File: src/rtl/svga_sync_decoder_if.sv
// Signal bundle between an SVGA video source and the sync decoder: the raw colour/sync
// stream in, recovered coordinates, pixel strobe and timing status out.
interface svga_sync_decoder_if;
  logic [7:0] COLOR_IN;
  logic       HSYNC_IN;
  logic       VSYNC_IN;
  logic [9:0] X_PIXEL;
  logic [9:0] Y_PIXEL;
  logic       PIXEL_VALID;
  logic [7:0] COLOR_OUT;
  logic       LINE_START;
  logic       FRAME_START;
  logic       LOCKED;
  logic       H_ERR;
  logic       V_ERR;

  modport master (
    output COLOR_IN, HSYNC_IN, VSYNC_IN,
    input  X_PIXEL, Y_PIXEL, PIXEL_VALID, COLOR_OUT,
    input  LINE_START, FRAME_START, LOCKED, H_ERR, V_ERR
  );

  modport slave (
    input  COLOR_IN, HSYNC_IN, VSYNC_IN,
    output X_PIXEL, Y_PIXEL, PIXEL_VALID, COLOR_OUT,
    output LINE_START, FRAME_START, LOCKED, H_ERR, V_ERR
  );
endinterface

File: src/rtl/svga_sync_decoder.sv
// Receive-side SVGA timing recovery: rebuilds pixel coordinates from HSYNC/VSYNC, checks
// line and frame periods, and only strobes pixels once a full clean frame has been seen.
module svga_sync_decoder #(
  parameter int unsigned H_VISIBLE = 800,
  parameter int unsigned H_SYNC    = 120,
  parameter int unsigned H_BP      = 64,
  parameter int unsigned H_TOTAL   = 1040,
  parameter int unsigned V_VISIBLE = 600,
  parameter int unsigned V_SYNC    = 6,
  parameter int unsigned V_BP      = 23,
  parameter int unsigned V_TOTAL   = 666
) (
  input logic                CLK,
  input logic                RESET,
  svga_sync_decoder_if.slave bus
);

  localparam logic [10:0] HStart = 11'(H_SYNC + H_BP);
  localparam logic [10:0] HEnd   = 11'(H_SYNC + H_BP + H_VISIBLE);
  localparam logic [10:0] HLast  = 11'(H_TOTAL - 1);
  localparam logic [10:0] HMax   = 11'h7FF;
  localparam logic [9:0]  VStart = 10'(V_SYNC + V_BP);
  localparam logic [9:0]  VEnd   = 10'(V_SYNC + V_BP + V_VISIBLE);
  localparam logic [9:0]  VLast  = 10'(V_TOTAL - 1);
  localparam logic [9:0]  VMax   = 10'h3FF;

  // Input stage and sync history
  logic [7:0] colorQ;
  logic       hsyncQ, vsyncQ, hsyncPrevQ, vsyncPrevQ;

  // Timing state
  logic [10:0] hCntQ, hCntD;
  logic [9:0]  vCntQ, vCntD;
  logic        lineSeenQ, lineSeenD;
  logic        frameSeenQ, frameSeenD;
  logic        vsyncPendingQ, vsyncPendingD;
  logic        dirtyQ, dirtyD;
  logic        lockedQ, lockedD;

  // Output registers
  logic [9:0] xQ, xD, yQ, yD;
  logic [7:0] colorOutQ, colorOutD;
  logic       validQ, validD;
  logic       lineStartQ, frameStartQ, hErrQ, vErrQ;

  logic hRise, vRise, realign, hErr, vErr, inWindow;

  always_ff @(posedge CLK or posedge RESET) begin
    if (RESET) begin
      colorQ     <= '0;
      hsyncQ     <= 1'b0;
      vsyncQ     <= 1'b0;
      hsyncPrevQ <= 1'b0;
      vsyncPrevQ <= 1'b0;
    end else begin
      colorQ     <= bus.COLOR_IN;
      hsyncQ     <= bus.HSYNC_IN;
      vsyncQ     <= bus.VSYNC_IN;
      hsyncPrevQ <= hsyncQ;
      vsyncPrevQ <= vsyncQ;
    end
  end

  always_comb begin
    hRise   = hsyncQ & ~hsyncPrevQ;
    vRise   = vsyncQ & ~vsyncPrevQ;
    // A VSYNC rise only takes effect on a line boundary, so vcnt stays line-granular.
    realign = hRise & (vsyncPendingQ | vRise);
    hErr    = hRise & lineSeenQ & (hCntQ != HLast);
    vErr    = realign & frameSeenQ & (vCntQ != VLast);
  end

  always_comb begin
    hCntD = hCntQ;
    if (hRise) begin
      hCntD = '0;
    end else if (hCntQ != HMax) begin
      hCntD = hCntQ + 11'd1;
    end

    vCntD = vCntQ;
    if (realign) begin
      vCntD = '0;
    end else if (hRise && (vCntQ != VMax)) begin
      vCntD = vCntQ + 10'd1;
    end
  end

  always_comb begin
    lineSeenD     = lineSeenQ | hRise;
    frameSeenD    = frameSeenQ | realign;
    vsyncPendingD = realign ? 1'b0 : (vsyncPendingQ | vRise);
    // Tracks H errors inside the frame that is about to end at the next realignment.
    dirtyD        = realign ? 1'b0 : (dirtyQ | hErr);

    lockedD = lockedQ;
    if (hErr || vErr) begin
      lockedD = 1'b0;
    end else if (realign && frameSeenQ && !dirtyQ) begin
      lockedD = 1'b1;
    end
  end

  always_ff @(posedge CLK or posedge RESET) begin
    if (RESET) begin
      hCntQ         <= '0;
      vCntQ         <= '0;
      lineSeenQ     <= 1'b0;
      frameSeenQ    <= 1'b0;
      vsyncPendingQ <= 1'b0;
      dirtyQ        <= 1'b0;
      lockedQ       <= 1'b0;
    end else begin
      hCntQ         <= hCntD;
      vCntQ         <= vCntD;
      lineSeenQ     <= lineSeenD;
      frameSeenQ    <= frameSeenD;
      vsyncPendingQ <= vsyncPendingD;
      dirtyQ        <= dirtyD;
      lockedQ       <= lockedD;
    end
  end

  // hCntD/vCntD are the position of the sample now sitting in the input stage.
  always_comb begin
    inWindow = (hCntD >= HStart) && (hCntD < HEnd) && (vCntD >= VStart) && (vCntD < VEnd);
    validD   = inWindow & lockedD;
    xD        = '0;
    yD        = '0;
    colorOutD = '0;
    if (validD) begin
      xD        = 10'(hCntD - HStart);
      yD        = vCntD - VStart;
      colorOutD = colorQ;
    end
  end

  always_ff @(posedge CLK or posedge RESET) begin
    if (RESET) begin
      xQ          <= '0;
      yQ          <= '0;
      colorOutQ   <= '0;
      validQ      <= 1'b0;
      lineStartQ  <= 1'b0;
      frameStartQ <= 1'b0;
      hErrQ       <= 1'b0;
      vErrQ       <= 1'b0;
    end else begin
      xQ          <= xD;
      yQ          <= yD;
      colorOutQ   <= colorOutD;
      validQ      <= validD;
      lineStartQ  <= hRise;
      frameStartQ <= realign;
      hErrQ       <= hErr;
      vErrQ       <= vErr;
    end
  end

  assign bus.X_PIXEL     = xQ;
  assign bus.Y_PIXEL     = yQ;
  assign bus.COLOR_OUT   = colorOutQ;
  assign bus.PIXEL_VALID = validQ;
  assign bus.LINE_START  = lineStartQ;
  assign bus.FRAME_START = frameStartQ;
  assign bus.LOCKED      = lockedQ;
  assign bus.H_ERR       = hErrQ;
  assign bus.V_ERR       = vErrQ;

endmodule

File: src/flat_wrapper.sv
// flat-port wrapper written by rule: the top's interface ports become plain ports
module svga_sync_decoder_flat 
#(
  parameter int unsigned H_VISIBLE = 800,
  parameter int unsigned H_SYNC    = 120,
  parameter int unsigned H_BP      = 64,
  parameter int unsigned H_TOTAL   = 1040,
  parameter int unsigned V_VISIBLE = 600,
  parameter int unsigned V_SYNC    = 6,
  parameter int unsigned V_BP      = 23,
  parameter int unsigned V_TOTAL   = 666
)
  (CLK, RESET, bus_COLOR_IN, bus_HSYNC_IN, bus_VSYNC_IN, bus_X_PIXEL, bus_Y_PIXEL, bus_PIXEL_VALID, bus_COLOR_OUT, bus_LINE_START, bus_FRAME_START, bus_LOCKED, bus_H_ERR, bus_V_ERR);
  svga_sync_decoder_if bus_i ();
  input logic CLK;
  input logic RESET;
  input wire logic [$bits(bus_i.COLOR_IN)-1:0] bus_COLOR_IN;
  input wire logic [$bits(bus_i.HSYNC_IN)-1:0] bus_HSYNC_IN;
  input wire logic [$bits(bus_i.VSYNC_IN)-1:0] bus_VSYNC_IN;
  output wire logic [$bits(bus_i.X_PIXEL)-1:0] bus_X_PIXEL;
  output wire logic [$bits(bus_i.Y_PIXEL)-1:0] bus_Y_PIXEL;
  output wire logic [$bits(bus_i.PIXEL_VALID)-1:0] bus_PIXEL_VALID;
  output wire logic [$bits(bus_i.COLOR_OUT)-1:0] bus_COLOR_OUT;
  output wire logic [$bits(bus_i.LINE_START)-1:0] bus_LINE_START;
  output wire logic [$bits(bus_i.FRAME_START)-1:0] bus_FRAME_START;
  output wire logic [$bits(bus_i.LOCKED)-1:0] bus_LOCKED;
  output wire logic [$bits(bus_i.H_ERR)-1:0] bus_H_ERR;
  output wire logic [$bits(bus_i.V_ERR)-1:0] bus_V_ERR;
  assign bus_i.COLOR_IN = bus_COLOR_IN;
  assign bus_i.HSYNC_IN = bus_HSYNC_IN;
  assign bus_i.VSYNC_IN = bus_VSYNC_IN;
  assign bus_X_PIXEL = bus_i.X_PIXEL;
  assign bus_Y_PIXEL = bus_i.Y_PIXEL;
  assign bus_PIXEL_VALID = bus_i.PIXEL_VALID;
  assign bus_COLOR_OUT = bus_i.COLOR_OUT;
  assign bus_LINE_START = bus_i.LINE_START;
  assign bus_FRAME_START = bus_i.FRAME_START;
  assign bus_LOCKED = bus_i.LOCKED;
  assign bus_H_ERR = bus_i.H_ERR;
  assign bus_V_ERR = bus_i.V_ERR;
  svga_sync_decoder #(.H_VISIBLE(H_VISIBLE), .H_SYNC(H_SYNC), .H_BP(H_BP), .H_TOTAL(H_TOTAL), .V_VISIBLE(V_VISIBLE), .V_SYNC(V_SYNC), .V_BP(V_BP), .V_TOTAL(V_TOTAL)) u_core (.CLK(CLK), .RESET(RESET), .bus(bus_i));
endmodule
File: config.mk
export PLATFORM = sky130hd
export DESIGN_NAME = svga_sync_decoder_flat
export DESIGN_NICKNAME = d
export VERILOG_FILES = /design/src/rtl/svga_sync_decoder_if.sv /design/src/rtl/svga_sync_decoder.sv /design/src/flat_wrapper.sv
export SDC_FILE = /design/constraint.sdc
export NUM_CORES = 1
export LEC_CHECK = 0
export ABC_CLOCK_PERIOD_IN_PS = 4550
export BUFFER_PORTS_ARGS = -buffer_cell sky130_fd_sc_hd__buf_2
export CAP_MARGIN = 20
export CORE_MARGIN = 10
export CORE_UTILIZATION = 54
export DETAILED_ROUTE_END_ITERATION = 8
export PLACE_DENSITY = 0.76
export SYNTH_ARGS = -nofsm -noshare
export SYNTH_HDL_FRONTEND = slang
export SYNTH_SLANG_ARGS = --single-unit
File: constraint.sdc
create_clock -name CLK -period 4.55 [get_ports CLK]
set_clock_uncertainty 0.2 [all_clocks]
set_input_delay 0.455 -clock CLK [delete_from_list [all_inputs] [get_ports CLK]]
set_output_delay 0.455 -clock CLK [all_outputs]
set_load 0.02 [all_outputs]
Word-level counts from Yosys, hierarchy flattened
Cells that the tools add are included.
{ "totals": {"register_bits": 71, "in_bits": 12} }
{ "op_classes": {"magnitude_cmp": 4, "eq_ne": 4, "n_mux": 11, "bitwise": 14, "add_sub_neg": 4, "reduce_logical": 8} }
{ "op_table": {"columns": ["cell", "count"], "rows": [
  ["10-bit two-way mux", 4],
  ["11-bit two-way mux", 2],
  ["11-bit inequality test, second input constant", 2],
  ["10-bit inequality test, second input constant", 2],
  ["11-bit by 1-bit adder with 11-bit output, second input constant", 1],
  ["11-bit by 8-bit >= comparator with 1-bit output, second input constant", 1],
  ["11-bit by 10-bit < comparator with 1-bit output, second input constant", 1],
  ["10-bit by 1-bit adder with 10-bit output, second input constant", 1],
  ["10-bit by 5-bit >= comparator with 1-bit output, second input constant", 1],
  ["10-bit < comparator, second input constant", 1],
  ["10-bit by 5-bit subtractor with 10-bit output, second input constant", 1],
  ["10-bit by 8-bit subtractor with 10-bit output, second input constant", 1],
  ["1-bit AND", 8],
  ["8-bit two-way mux", 1],
  ["1-bit logical AND", 6],
  ["1-bit two-way mux", 4],
  ["1-bit bitwise OR", 4],
  ["1-bit NOT", 2],
  ["1-bit zero test", 1],
  ["1-bit logical OR", 1]
]} }

Depth between registers and ports, before layout
Gate-level depths: netlist of the first run.
{ "depth": {"word_depth": 10, "ltp_mapped": 15} }

Worst setup path before layout of the first run
OpenSTA, ideal clock, no wires.
{ "synth_path": {"kind": "register -> register", "startpoint": "register u_core.vCntQ[0]", "endpoint": "register u_core.yQ[0], in the netlist u_core.bus.Y_PIXEL[0]", "arrival_ps": 2797, "slack_ps": 1428, "period_less_slack_ps": 3122, "stages_incl_launch_ff": 15, "required_time_ps": 4225, "setup_ps": 125, "cell_sequence": "dfrtp_1 ha_1 nand2_1 o31a_1 xnor2_1 nor2_1 inv_1 ha_1 nor4_2 o2111ai_1 a21boi_1 nand4bb_1 buf_6 buf_6 nor2_2"} }
{ "synth_between": {"elab_chain_len": 9} }
{ "synth_rtl": {"columns": ["element", "line", "text"], "rows": [
  ["start, declared", "svga_sync_decoder.sv:33", "logic [9:0] vCntQ, vCntD;"],
  ["start signal, assigned", "svga_sync_decoder.sv:115", "vCntQ <= vCntD;"],
  ["parallel branches: the longest is 2 deep, another holds 10-bit by 1-bit adder with 10-bit output", null, null],
  ["10-bit two-way mux (*)", "svga_sync_decoder.sv:84", "end else if (hRise && (vCntQ != VMax)) begin"],
  ["10-bit two-way mux (*)", "svga_sync_decoder.sv:82", "if (realign) begin"],
  ["named net u_core.vCntD[0]", "svga_sync_decoder.sv:33", null],
  ["10-bit by 5-bit >= comparator with 1-bit output", "svga_sync_decoder.sv:126", "inWindow = (hCntD >= HStart) && (hCntD < HEnd) && (vCntD >= VStart) && (vCntD < VEnd);"],
  ["1-bit logical AND (2 in a row)", "svga_sync_decoder.sv:126", null],
  ["1-bit AND", "svga_sync_decoder.sv:127", "validD = inWindow & lockedD;"],
  ["10-bit two-way mux (*)", "svga_sync_decoder.sv:131", "if (validD) begin"],
  ["named net u_core.yD[0]", "svga_sync_decoder.sv:41", "logic [9:0] xQ, xD, yQ, yD;"],
  ["end signal, assigned", "svga_sync_decoder.sv:150", "yQ <= yD;"],
  ["end, declared", "svga_sync_decoder.sv:41", null]
]} }
Mark *: on every way through the listed nets, which the timed path passes.

Worst setup path after layout of the first run
{ "layout_path": {"startpoint": "register u_core.vCntQ[0]", "endpoint": "register u_core.xQ[1], in the netlist u_core.bus.X_PIXEL[1]"} }
{ "layout_between": {"elab_chain_len": 9} }
{ "layout_rtl": {"columns": ["element", "line", "text"], "rows": [
  ["parallel branches: the longest is 2 deep, another holds 10-bit by 1-bit adder with 10-bit output", null, null],
  ["10-bit two-way mux (*)", "svga_sync_decoder.sv:84", null],
  ["10-bit two-way mux (*)", "svga_sync_decoder.sv:82", null],
  ["named net u_core.vCntD[0]", "svga_sync_decoder.sv:33", null],
  ["10-bit by 5-bit >= comparator with 1-bit output", "svga_sync_decoder.sv:126", null],
  ["1-bit logical AND", "svga_sync_decoder.sv:126", null],
  ["1-bit logical AND (*)", "svga_sync_decoder.sv:126", null],
  ["1-bit AND (*)", "svga_sync_decoder.sv:127", null],
  ["10-bit two-way mux (*)", "svga_sync_decoder.sv:131", null],
  ["named net u_core.xD[1]", "svga_sync_decoder.sv:41", null],
  ["end signal, assigned", "svga_sync_decoder.sv:140", "xQ <= '0;"],
  ["end signal, assigned", "svga_sync_decoder.sv:149", "xQ <= xD;"],
  ["end, declared", "svga_sync_decoder.sv:41", null]
]} }
Marks and branches as above.

==> results by group, run 1 <==
Setup path
  • CP arrival: 3.94 ns
  • Reg2reg path depth: 13
  • Flop2flop setup slack: 0.63 ns
  • CP Cell Sequence: ha_1 > nand2_1 > o31a_1 > xnor2_1 > nor2_1 > inv_1 > ha_1 > nor4_2 > o2111ai_1 > a21boi_1 > nand4bb_1 > buf_4 > nor3_1
  • CP max FO: 21
  • Max incr delay on CP: 0.48 ns
  • WP buf/inv: 2
  • CP Capture Type: register
  • Startpoint type of the worst setup path: register
  • Cell family with most CP delay: simple AND/OR/NAND/NOR gates
  • Reg-to-reg endpoint: u_core.bus.X_PIXEL[1]
  • Reg-to-Reg Start: u_core.vCntQ[0]
  • Slowest stage cell, crit path: dfrtp_1
  • Critical Path Most Common Cell: ha_1
  • CP required: 4.56 ns
  • Setup Crit Path Kind: reg -> reg

Power and ir drop
  • Peak supply drop: 236 uV
  • Cell area power density: 402 nW/um^2
  • Leakage: 1.92 nW

Die
  • Starting Density: 56.7%
  • DIE AREA: 9360 sq um
  • I/O pin count: 46
  • DIE HEIGHT: 96.8 microns
  • Site Rows: 27
  • Core footprint: 5610 sq um
  • Die X: 96.8 microns

Timing
  • Worst hold slack: -0.00210 ns
  • Max_slew headroom: 56.9%
  • Final setup fails: 0
  • Min Tclk post-route: 3.92 ns
  • Fin Setup TNS: 0 ns
  • Slew @ Worst Pin: 0.646 ns
  • Final Hold Violating Endpoints: 2
  • Fmax: 0.255 GHz
  • Max Slew Vio Count: 0
  • Setup ws final: 0.629 ns
  • RSZ-0062 raised after global routing: no
  • Period utilisation layout: 86.2%

CTS
  • H-Tree Depth: 3
  • Clk buf depth: 2
  • Num CTS Buffers: 9
  • CTS Root Cell: clkbuf_8
  • Worst-path clk slew: 0.08 ns
  • Number of post-CTS setup repair buffers: 0
  • Worst skew pair latency: 0.34 ns
  • Clk sinks: 71
  • CTS tree: yes

Run status
  • Status: finished with violations
  • Failing checks: hold timing

Global route
  • Vias in the first global route: 2471
  • First-pass GRT wire length: 12000 microns
  • Gr ovfl total: 0
  • Total track usage: 15.4%
  • Largest net degree at the start of global routing: 42
  • Antenna violations before repair: 0

Placed design
  • Port Buffers: 45
  • DP HPWL: 5190 microns
  • Setup WS pre-CTS: 0.684 ns
  • Routability Congestion: 0.907

Logic synthesis
  • Syn. warnings: 0
  • EDFF count, synth: 0
  • Mapped Cells: 291
  • Synth cell types: 57
  • Share of synthesized registers carrying an async set or reset: 100%
  • Flops & latches, synth: 71
  • Syn Area/Cell: 10.9 sq um
  • Seq/Total Area, Yosys: 55.8%
  • Synth Cell Area: 3180 sq um
  • Ys flop type: dfrtp_1
  • Syn nets: 309

Route
  • DRT Pass-1 Iters: 4
  • Vias per inst: 5.67
  • DRC: 0
  • Final ANT Viol Nets: 0
  • Vias: 2394
  • Drt total wl: 7310 microns
  • DR iter-0 viols: 120
  • WL/cell: 17.3 microns

Layout
  • Layout cell share with drive strength beyond 1: 28.0%
  • Final layout net count: 363
  • Diode count: 0
  • Commonest non-fill, non-tap cells in the layout: dfrtp_1, buf_2, nor2_1
  • Most common cell after layout, fill and taps aside: dfrtp_1
  • Area Overhead vs Synth: 17.3%

Job
  • Max_cap viols: 0

Min path
  • Worst Hold Class: in -> async
==> metal layers <==
layer | up-vias | part of all wire, % | GRT usage [%] | wire [microns]
met3 | 8 | 5.1 | 3.55 | 372
met4 | 0 | 1.1 | 7.33 | 78
met1 | 1191 | 41 | 17.5 | 3030
met2 | 67 | 52 | 26.7 | 3830
met5 | - | 0 | 0 | 0
li1 | 1128 | - | - | -
==> cell families (layout without fill, tap and decap cells) <==
kind of cell | count (synthesis) | count (layout) | synth area share, %
and+or+nand+nor | 124 | 124 | 22.2
DFF | 71 | 71 | 55.8
AOI/OAI and AO/OA | 47 | 47 | 10.9
buffers and inverters | 28 | 87 | 4.33
xor gates and xnor gates | 10 | 10 | 2.75
adders and majority gates | 6 | 6 | 2.36
muxes | 5 | 5 | 1.65
==> timing repair <==
item	CTS	global route
setup endpoints to repair	0	0
endpoints found under the hold margin	1	2
hold buffers	1	2
resized for setup	0	0
==> metrics by stage <==
stage	cells	hold WS [ns]	area [sq um]	total power [mW]	util, %
detailed placement	403	0.184	3460	0.911	61.7
floorplan	291	0.155	3180	0.858	-
CTS	420	0.00226	3710	1.50	66.2
global route	422	0.000500	3730	1.56	66.5
global placement	403	0.164	3460	0.903	61.7
finish	422	-0.00210	3730	1.50	66.5
==> cells in the mapped netlist, types with 5 or more instances <==
library cell,count,share of area (%)
xor2_1,6,1.7
nor2_2,9,1.8
and3_1,6,1.2
nand4_1,6,1.2
a21oi_1,12,1.9
nor3_2,5,1.6
ha_1,6,2.4
nand2b_1,5,0.98
nand3_1,8,1.3
inv_1,17,2.0
nand2_1,16,1.9
nor3_1,9,1.4
dfrtp_1,71,56
nor2_1,35,4.1
==> worst max-delay path by stage <==
| stage | slack (ns) | endpoint | depth (start not counted) | from |
|---|---|---|---|---|
| CTS | 0.66 | u_core.bus.Y_PIXEL[6] | 13 | u_core.vCntQ[0] |
| floorplan | 1.43 | u_core.bus.Y_PIXEL[0] | 14 | u_core.vCntQ[0] |
| global placement | 0.75 | u_core.bus.Y_PIXEL[6] | 13 | u_core.vCntQ[0] |
| finish | 0.63 | u_core.bus.X_PIXEL[1] | 13 | u_core.vCntQ[0] |
| detailed placement | 0.68 | u_core.bus.X_PIXEL[3] | 13 | u_core.vCntQ[0] |
| global route | 0.20 | u_core.bus.X_PIXEL[1] | 13 | u_core.vCntQ[0] |
==> state kept, by name, summed over array words and instances, names as in the netlist <==
| register | count |
|---|---|
| u_core.bus.LINE_START | 1 |
| u_core.colorQ | 8 |
| u_core.bus.FRAME_START | 1 |
| u_core.bus.Y_PIXEL | 10 |
| u_core.hsyncPrevQ | 1 |
| u_core.bus.H_ERR | 1 |
| u_core.hsyncQ | 1 |
| u_core.bus.X_PIXEL | 10 |
| u_core.bus.COLOR_OUT | 8 |
| u_core.dirtyQ | 1 |
| u_core.bus.PIXEL_VALID | 1 |
| u_core.vsyncPendingQ | 1 |
| u_core.bus.V_ERR | 1 |
| u_core.frameSeenQ | 1 |
| u_core.vCntQ | 10 |
| u_core.bus.LOCKED | 1 |
| u_core.vsyncQ | 1 |
| u_core.hCntQ | 11 |
| u_core.lineSeenQ | 1 |
| u_core.vsyncPrevQ | 1 |
==> report_power, final <==
part / internal [mW] / switching [mW] / total, mW
Sequential: 0.667 / 0.0474 / 0.714
Combinational: 0.0703 / 0.120 / 0.190
Clock: 0.355 / 0.241 / 0.596
Total: 1.09 / 0.408 / 1.50
==> area by class of cell <==
class	count	area, sq um
clock buffer	12	165
timing repair buffer	51	278
multi-input combinational	192	1270
fill	464	1880
inverter	20	77.6
sequential	71	1780
clock inverter	4	76.3
tap	72	90.1
No activity file was read; power rests on OpenSTA's default activity.
==> run 2: changes to the inputs <==
--- a/config.mk
+++ b/config.mk
@@ -8,6 +8,7 @@
 export ABC_CLOCK_PERIOD_IN_PS = 4550
 export BUFFER_PORTS_ARGS = -buffer_cell sky130_fd_sc_hd__buf_2
 export CAP_MARGIN = 20
+export CORE_ASPECT_RATIO = 0.8
 export CORE_MARGIN = 10
 export CORE_UTILIZATION = 54
 export DETAILED_ROUTE_END_ITERATION = 8
==> results by group, run 2 (synthesis gave the netlist of run 1 again) <==
Timing
  • Setup ws final: 0.934 ns
  • Max_slew headroom: 52.1%
  • Worst hold slack: 0.0183 ns
  • Fin Setup TNS: 0 ns
  • Final setup fails: 0
  • Min Tclk post-route: 3.62 ns
  • Final Hold Violating Endpoints: 0
  • Slew @ Worst Pin: 0.718 ns
  • RSZ-0062 raised after global routing: no
  • Max Slew Vio Count: 0
  • Period utilisation layout: 79.5%
  • Fmax: 0.277 GHz

Placed design
  • Port Buffers: 45
  • Routability Congestion: 0.902
  • Inst Count DP: 408
  • Setup WS pre-CTS: 0.958 ns
  • Placement-stage cell area: 3460 sq um
  • DP HPWL: 4670 microns

Die
  • Core footprint: 5590 sq um
  • DIE HEIGHT: 88.7 microns
  • I/O pin count: 46
  • Starting Density: 57.0%
  • Site Rows: 24
  • Die X: 106 microns
  • DIE AREA: 9380 sq um

CTS
  • Clk sinks: 71
  • Worst skew pair latency: 0.34 ns
  • Post-cts sizing count: 0
  • Num CTS Buffers: 9
  • CTS tree: yes
  • H-Tree Depth: 3
  • CTS Root Cell: clkbuf_8
  • Clk buf depth: 2
  • Number of post-CTS setup repair buffers: 0
  • Worst-path clk slew: 0.08 ns

Route
  • Final ANT Viol Nets: 0
  • DR iter-0 viols: 135
  • WL/cell: 15.1 microns
  • Vias: 2354
  • DRC: 0
  • Vias per inst: 5.53
  • DRT Pass-1 Iters: 5
  • Drt total wl: 6420 microns

Layout
  • Most common cell after layout, fill and taps aside: dfrtp_1
  • Layout Utilization: 65.8%
  • Area Overhead vs Synth: 15.5%
  • Layout cell share with drive strength beyond 1: 27.9%
  • Largest register by flop count: u_core.hCntQ
  • Final Cell Area: 3680 sq um
  • Largest register FFs: 11
  • Non-Filler Instances: 426
  • Commonest non-fill, non-tap cells in the layout: dfrtp_1, buf_2, nor2_1
  • Final layout net count: 361
  • Diode count: 0

Setup path
  • CP Cell Sequence: ha_1 > nand3_1 > nor3_4 > nor2_1 > nor3_2 > ha_1 > o21ai_1 > a21oi_2 > o21ai_1 > nand4bb_1 > buf_4 > nor4_2
  • WP buf/inv: 1
  • Setup Crit Path Kind: reg -> reg
  • CP max FO: 29
  • CP Capture Type: register
  • CP arrival: 3.66 ns
  • Cell family with most CP delay: simple AND/OR/NAND/NOR gates
  • Max incr delay on CP: 0.44 ns
  • Slowest stage cell, crit path: dfrtp_1
  • CP required: 4.60 ns
  • Startpoint type of the worst setup path: register

Power and ir drop
  • Cell area power density: 379 nW/um^2
  • Overall power: 1.39 mW
  • Leakage: 1.89 nW
  • Peak supply drop: 264 uV

Job
  • Max_cap viols: 0

Global route
  • Largest net degree at the start of global routing: 38
  • Total track usage: 14.3%
  • Antenna violations before repair: 0
  • Vias in the first global route: 2247
  • Gr ovfl total: 0
  • First-pass GRT wire length: 10800 microns

Run status
  • Status: completed

Min path
  • Worst Hold Class: in -> reg
[run 2: cell types whose count changed in the layout (fill, tap and decap cells not counted), sizes merged]
cell / delta
bufinv: -1
inv: +1
dlygate4sd3: -1
clkbuf: -3
clkinvlp: +1
buf: -1
clkinv: +2
[run 2: repair_timing]
action                                  in CTS  in global routing
hold buffers                                 0                  2
endpoints found under the hold margin        0                  2
endpoints found under the setup margin       0                  0
[run 2: routing by layer]
layer  GRT usage, %  up-vias  part of all wire [%]  routed length [microns]
met5              0        -                     0                        0
met4           4.54        0                   1.1                       72
met3           4.94        6                   7.4                      478
met2           21.9       84                    45                     2870
met1           18.8     1140                    47                     3000
li1               -     1124                     -                        -
[run 2: path summary, 6_finish.rpt]
check	from	end	slack, ns	depth (start not counted)
max	u_core.hCntQ[0]	u_core.bus.X_PIXEL[7]	0.93	12
min	bus_COLOR_IN[1]	u_core.colorQ[1]	0.02	1
max reg2reg	u_core.hCntQ[0]	u_core.bus.X_PIXEL[7]	0.93	12
min reg2reg	u_core.vsyncQ	u_core.vsyncPrevQ	0.18	0
max in group asynchronous	RESET	u_core.bus.X_PIXEL[6]	3.19	3
min in group asynchronous	RESET	u_core.bus.COLOR_OUT[1]	0.03	2
[run 2: worst reg2reg max path, stage by stage (launching register included)]
cell       delay, ns
dfrtp_1         0.44
ha_1            0.25
nand3_1         0.23
nor3_4          0.38
nor2_1          0.09
nor3_2          0.38
ha_1            0.31
o21ai_1         0.12
a21oi_2         0.26
o21ai_1         0.15
nand4bb_1       0.20
buf_4           0.27
nor4_2          0.25
[run 2: cell type report]
cell class,instances,area [sq um]
fill,482,1910
sequential,71,1780
clock inverter,7,72.6
tap,78,97.6
multi-input combinational,192,1270
timing repair buffer,49,260
clock buffer,9,124
inverter,20,77.6
[run 2: report_power, final]
group          internal [mW]  switching [mW]  leakage, nW
clock                  0.254           0.238       0.0956
combinational         0.0697           0.122        0.856
sequential             0.667          0.0445        0.936
==> run 3: changes to the inputs <==
--- a/config.mk
+++ b/config.mk
@@ -5,7 +5,7 @@
 export SDC_FILE = /design/constraint.sdc
 export NUM_CORES = 1
 export LEC_CHECK = 0
-export ABC_CLOCK_PERIOD_IN_PS = 4550
+export ABC_CLOCK_PERIOD_IN_PS = 3690
 export BUFFER_PORTS_ARGS = -buffer_cell sky130_fd_sc_hd__buf_2
 export CAP_MARGIN = 20
 export CORE_ASPECT_RATIO = 0.8
==> constraint.sdc (replaced) <==
create_clock -name CLK -period 3.69 [get_ports CLK]
set_clock_uncertainty 0.2 [all_clocks]
set_input_delay 0.369 -clock CLK [delete_from_list [all_inputs] [get_ports CLK]]
set_output_delay 0.369 -clock CLK [all_outputs]
set_load 0.02 [all_outputs]
==> results by group, run 3 (synthesis gave the netlist of run 1 again) <==
Timing
  • Fin Setup TNS: 0 ns
  • Period utilisation layout: 93.6%
  • Worst hold slack: 0.176 ns
  • Slew @ Worst Pin: 0.566 ns
  • Min Tclk post-route: 3.45 ns
  • Max_slew headroom: 62.2%
  • Final setup fails: 0
  • Fmax: 0.290 GHz
  • Max Slew Vio Count: 0
  • Final Hold Violating Endpoints: 0
  • RSZ-0062 raised after global routing: no

CTS
  • CTS Root Cell: clkbuf_8
  • Clk sinks: 71
  • Num CTS Buffers: 9
  • CTS tree: yes
  • Number of post-CTS setup repair buffers: 0
  • Worst-path clk slew: 0.08 ns
  • H-Tree Depth: 3
  • Clk buf depth: 2
  • Worst skew pair latency: 0.36 ns

Placed design
  • Port Buffers: 45
  • Routability Congestion: 0.891
  • DP HPWL: 4620 microns
  • Placement-stage cell area: 3510 sq um

Power and ir drop
  • Psw: 0.518 mW
  • Overall power: 1.76 mW
  • Flop pwr share: 50.0%
  • Sw Share: 29.5%
  • Clock power frac: 35.2%
  • Combinational share of power: 14.8%
  • Peak supply drop: 368 uV
  • Leakage: 1.96 nW
  • Cell area power density: 460 nW/um^2
  • Pint: 1.24 mW

Die
  • DIE AREA: 9380 sq um
  • DIE HEIGHT: 88.7 microns
  • I/O pin count: 46
  • Die X: 106 microns
  • Site Rows: 24
  • Core footprint: 5590 sq um
  • Starting Density: 57.0%

Setup path
  • Startpoint type of the worst setup path: register
  • CP max FO: 29
  • CP Capture Type: register
  • Cell family with most CP delay: simple AND/OR/NAND/NOR gates
  • Slowest stage cell, crit path: dfrtp_1
  • Critical Path Most Common Cell: ha_1
  • CP arrival: 3.46 ns
  • Setup Crit Path Kind: reg -> reg
  • CP required: 3.70 ns
  • WP buf/inv: 2
  • Max incr delay on CP: 0.47 ns
  • CP Cell Sequence: ha_1 > nand2_1 > o31a_1 > xnor2_1 > nor2_2 > inv_1 > ha_1 > nor4_2 > o2111ai_1 > a21boi_1 > nand4bb_1 > buf_12 > a21oi_1

Global route
  • Total track usage: 15.4%
  • Largest net degree at the start of global routing: 30
  • Antenna violations before repair: 0
  • First-pass GRT wire length: 11500 microns
  • Vias in the first global route: 2382
  • Gr ovfl total: 0

Layout
  • Layout cell share with drive strength beyond 1: 28.5%
  • Diode count: 0
  • Most common cell after layout, fill and taps aside: dfrtp_1
  • Final layout net count: 375
  • Largest register by flop count: u_core.hCntQ
  • Largest register FFs: 11
  • Final Cell Area: 3820 sq um
  • Layout Utilization: 68.4%
  • Commonest non-fill, non-tap cells in the layout: dfrtp_1, buf_2, nor2_1
  • Area Overhead vs Synth: 20.0%

Job
  • Max_cap viols: 0

Route
  • WL/cell: 15.6 microns
  • DRT Pass-1 Iters: 4
  • Vias per inst: 5.34
  • Drt total wl: 6840 microns
  • DR iter-0 viols: 134
  • Vias: 2349
  • DRC: 0
  • Final ANT Viol Nets: 0

Min path
  • Worst Hold Class: reg -> reg

Run status
  • Status: completed
run 3: cell count changes in the layout (fill, tap and decap cells not counted):
cell	change
nor2_2	+1
nor2_1	-1
buf_12	+1
dlygate4sd3_1	+9
buf_4	+4
run 3: through the flow:
stage	setup WS, ns	cells
final	0.237	440
after global placement	0.345	413
after floorplan	0.568	291
after CTS	0.196	440
after detailed placement	0.264	413
after global routing	0.0371	440
run 3: worst reg2reg max path: stages (launching register included):
cell	delay, ns
dfrtp_1	0.47
ha_1	0.24
nand2_1	0.16
o31a_1	0.36
xnor2_1	0.16
nor2_2	0.19
inv_1	0.07
ha_1	0.22
nor4_2	0.36
o2111ai_1	0.16
a21boi_1	0.23
nand4bb_1	0.20
buf_12	0.22
a21oi_1	0.08
run 3: final timing paths:
path                                  from                 endpoint  slack (ns)  depth (start not counted)
hold reg to reg              u_core.vsyncQ        u_core.vsyncPrevQ        0.18                          0
setup / recovery           u_core.vCntQ[0]    u_core.bus.X_PIXEL[9]        0.24                         13
setup reg to reg           u_core.vCntQ[0]    u_core.bus.X_PIXEL[9]        0.24                         13
min in group asynchronous            RESET  u_core.bus.COLOR_OUT[4]        0.41                          3
max in group asynchronous            RESET          u_core.hCntQ[6]        2.16                          4
hold / removal               u_core.vsyncQ        u_core.vsyncPrevQ        0.18                          0
run 3: routing by layer:
layer	track usage, %	share of wire (%)	wire length, microns
met5	0	0	0
met4	4.66	1.1	74
met3	6.54	6.6	453
met2	24.4	46	3150
met1	18.8	46	3170
run 3: power groups by stage:
| stage | clock [mW] | combinational [mW] | sequential (mW) |
|---|---|---|---|
| 3_5_place_dp | 0 | 0.245 | 0.892 |
| 2_1_floorplan | 0 | 0.178 | 0.881 |
| 6_report | 0.619 | 0.259 | 0.877 |
| 4_1_cts | 0.630 | 0.258 | 0.877 |
| 3_3_place_gp | 0 | 0.239 | 0.886 |
| 5_1_grt | 0.662 | 0.292 | 0.887 |
run 3: final cells by class:
type                       count  area [sq um]
clock buffer                   9           124
clock inverter                 7          72.6
fill                         445          1770
inverter                      20          77.6
multi-input combinational    192          1270
sequential                    71          1780
tap                           78          97.6
timing repair buffer          63           400
run 3: what timing repair did:
item | 4_1_cts | 5_1_grt
setup endpoints to repair | 0 | 28
hold buffers | 11 | 0
hold endpoints to repair | 37 | 0
resized for setup | 0 | 1
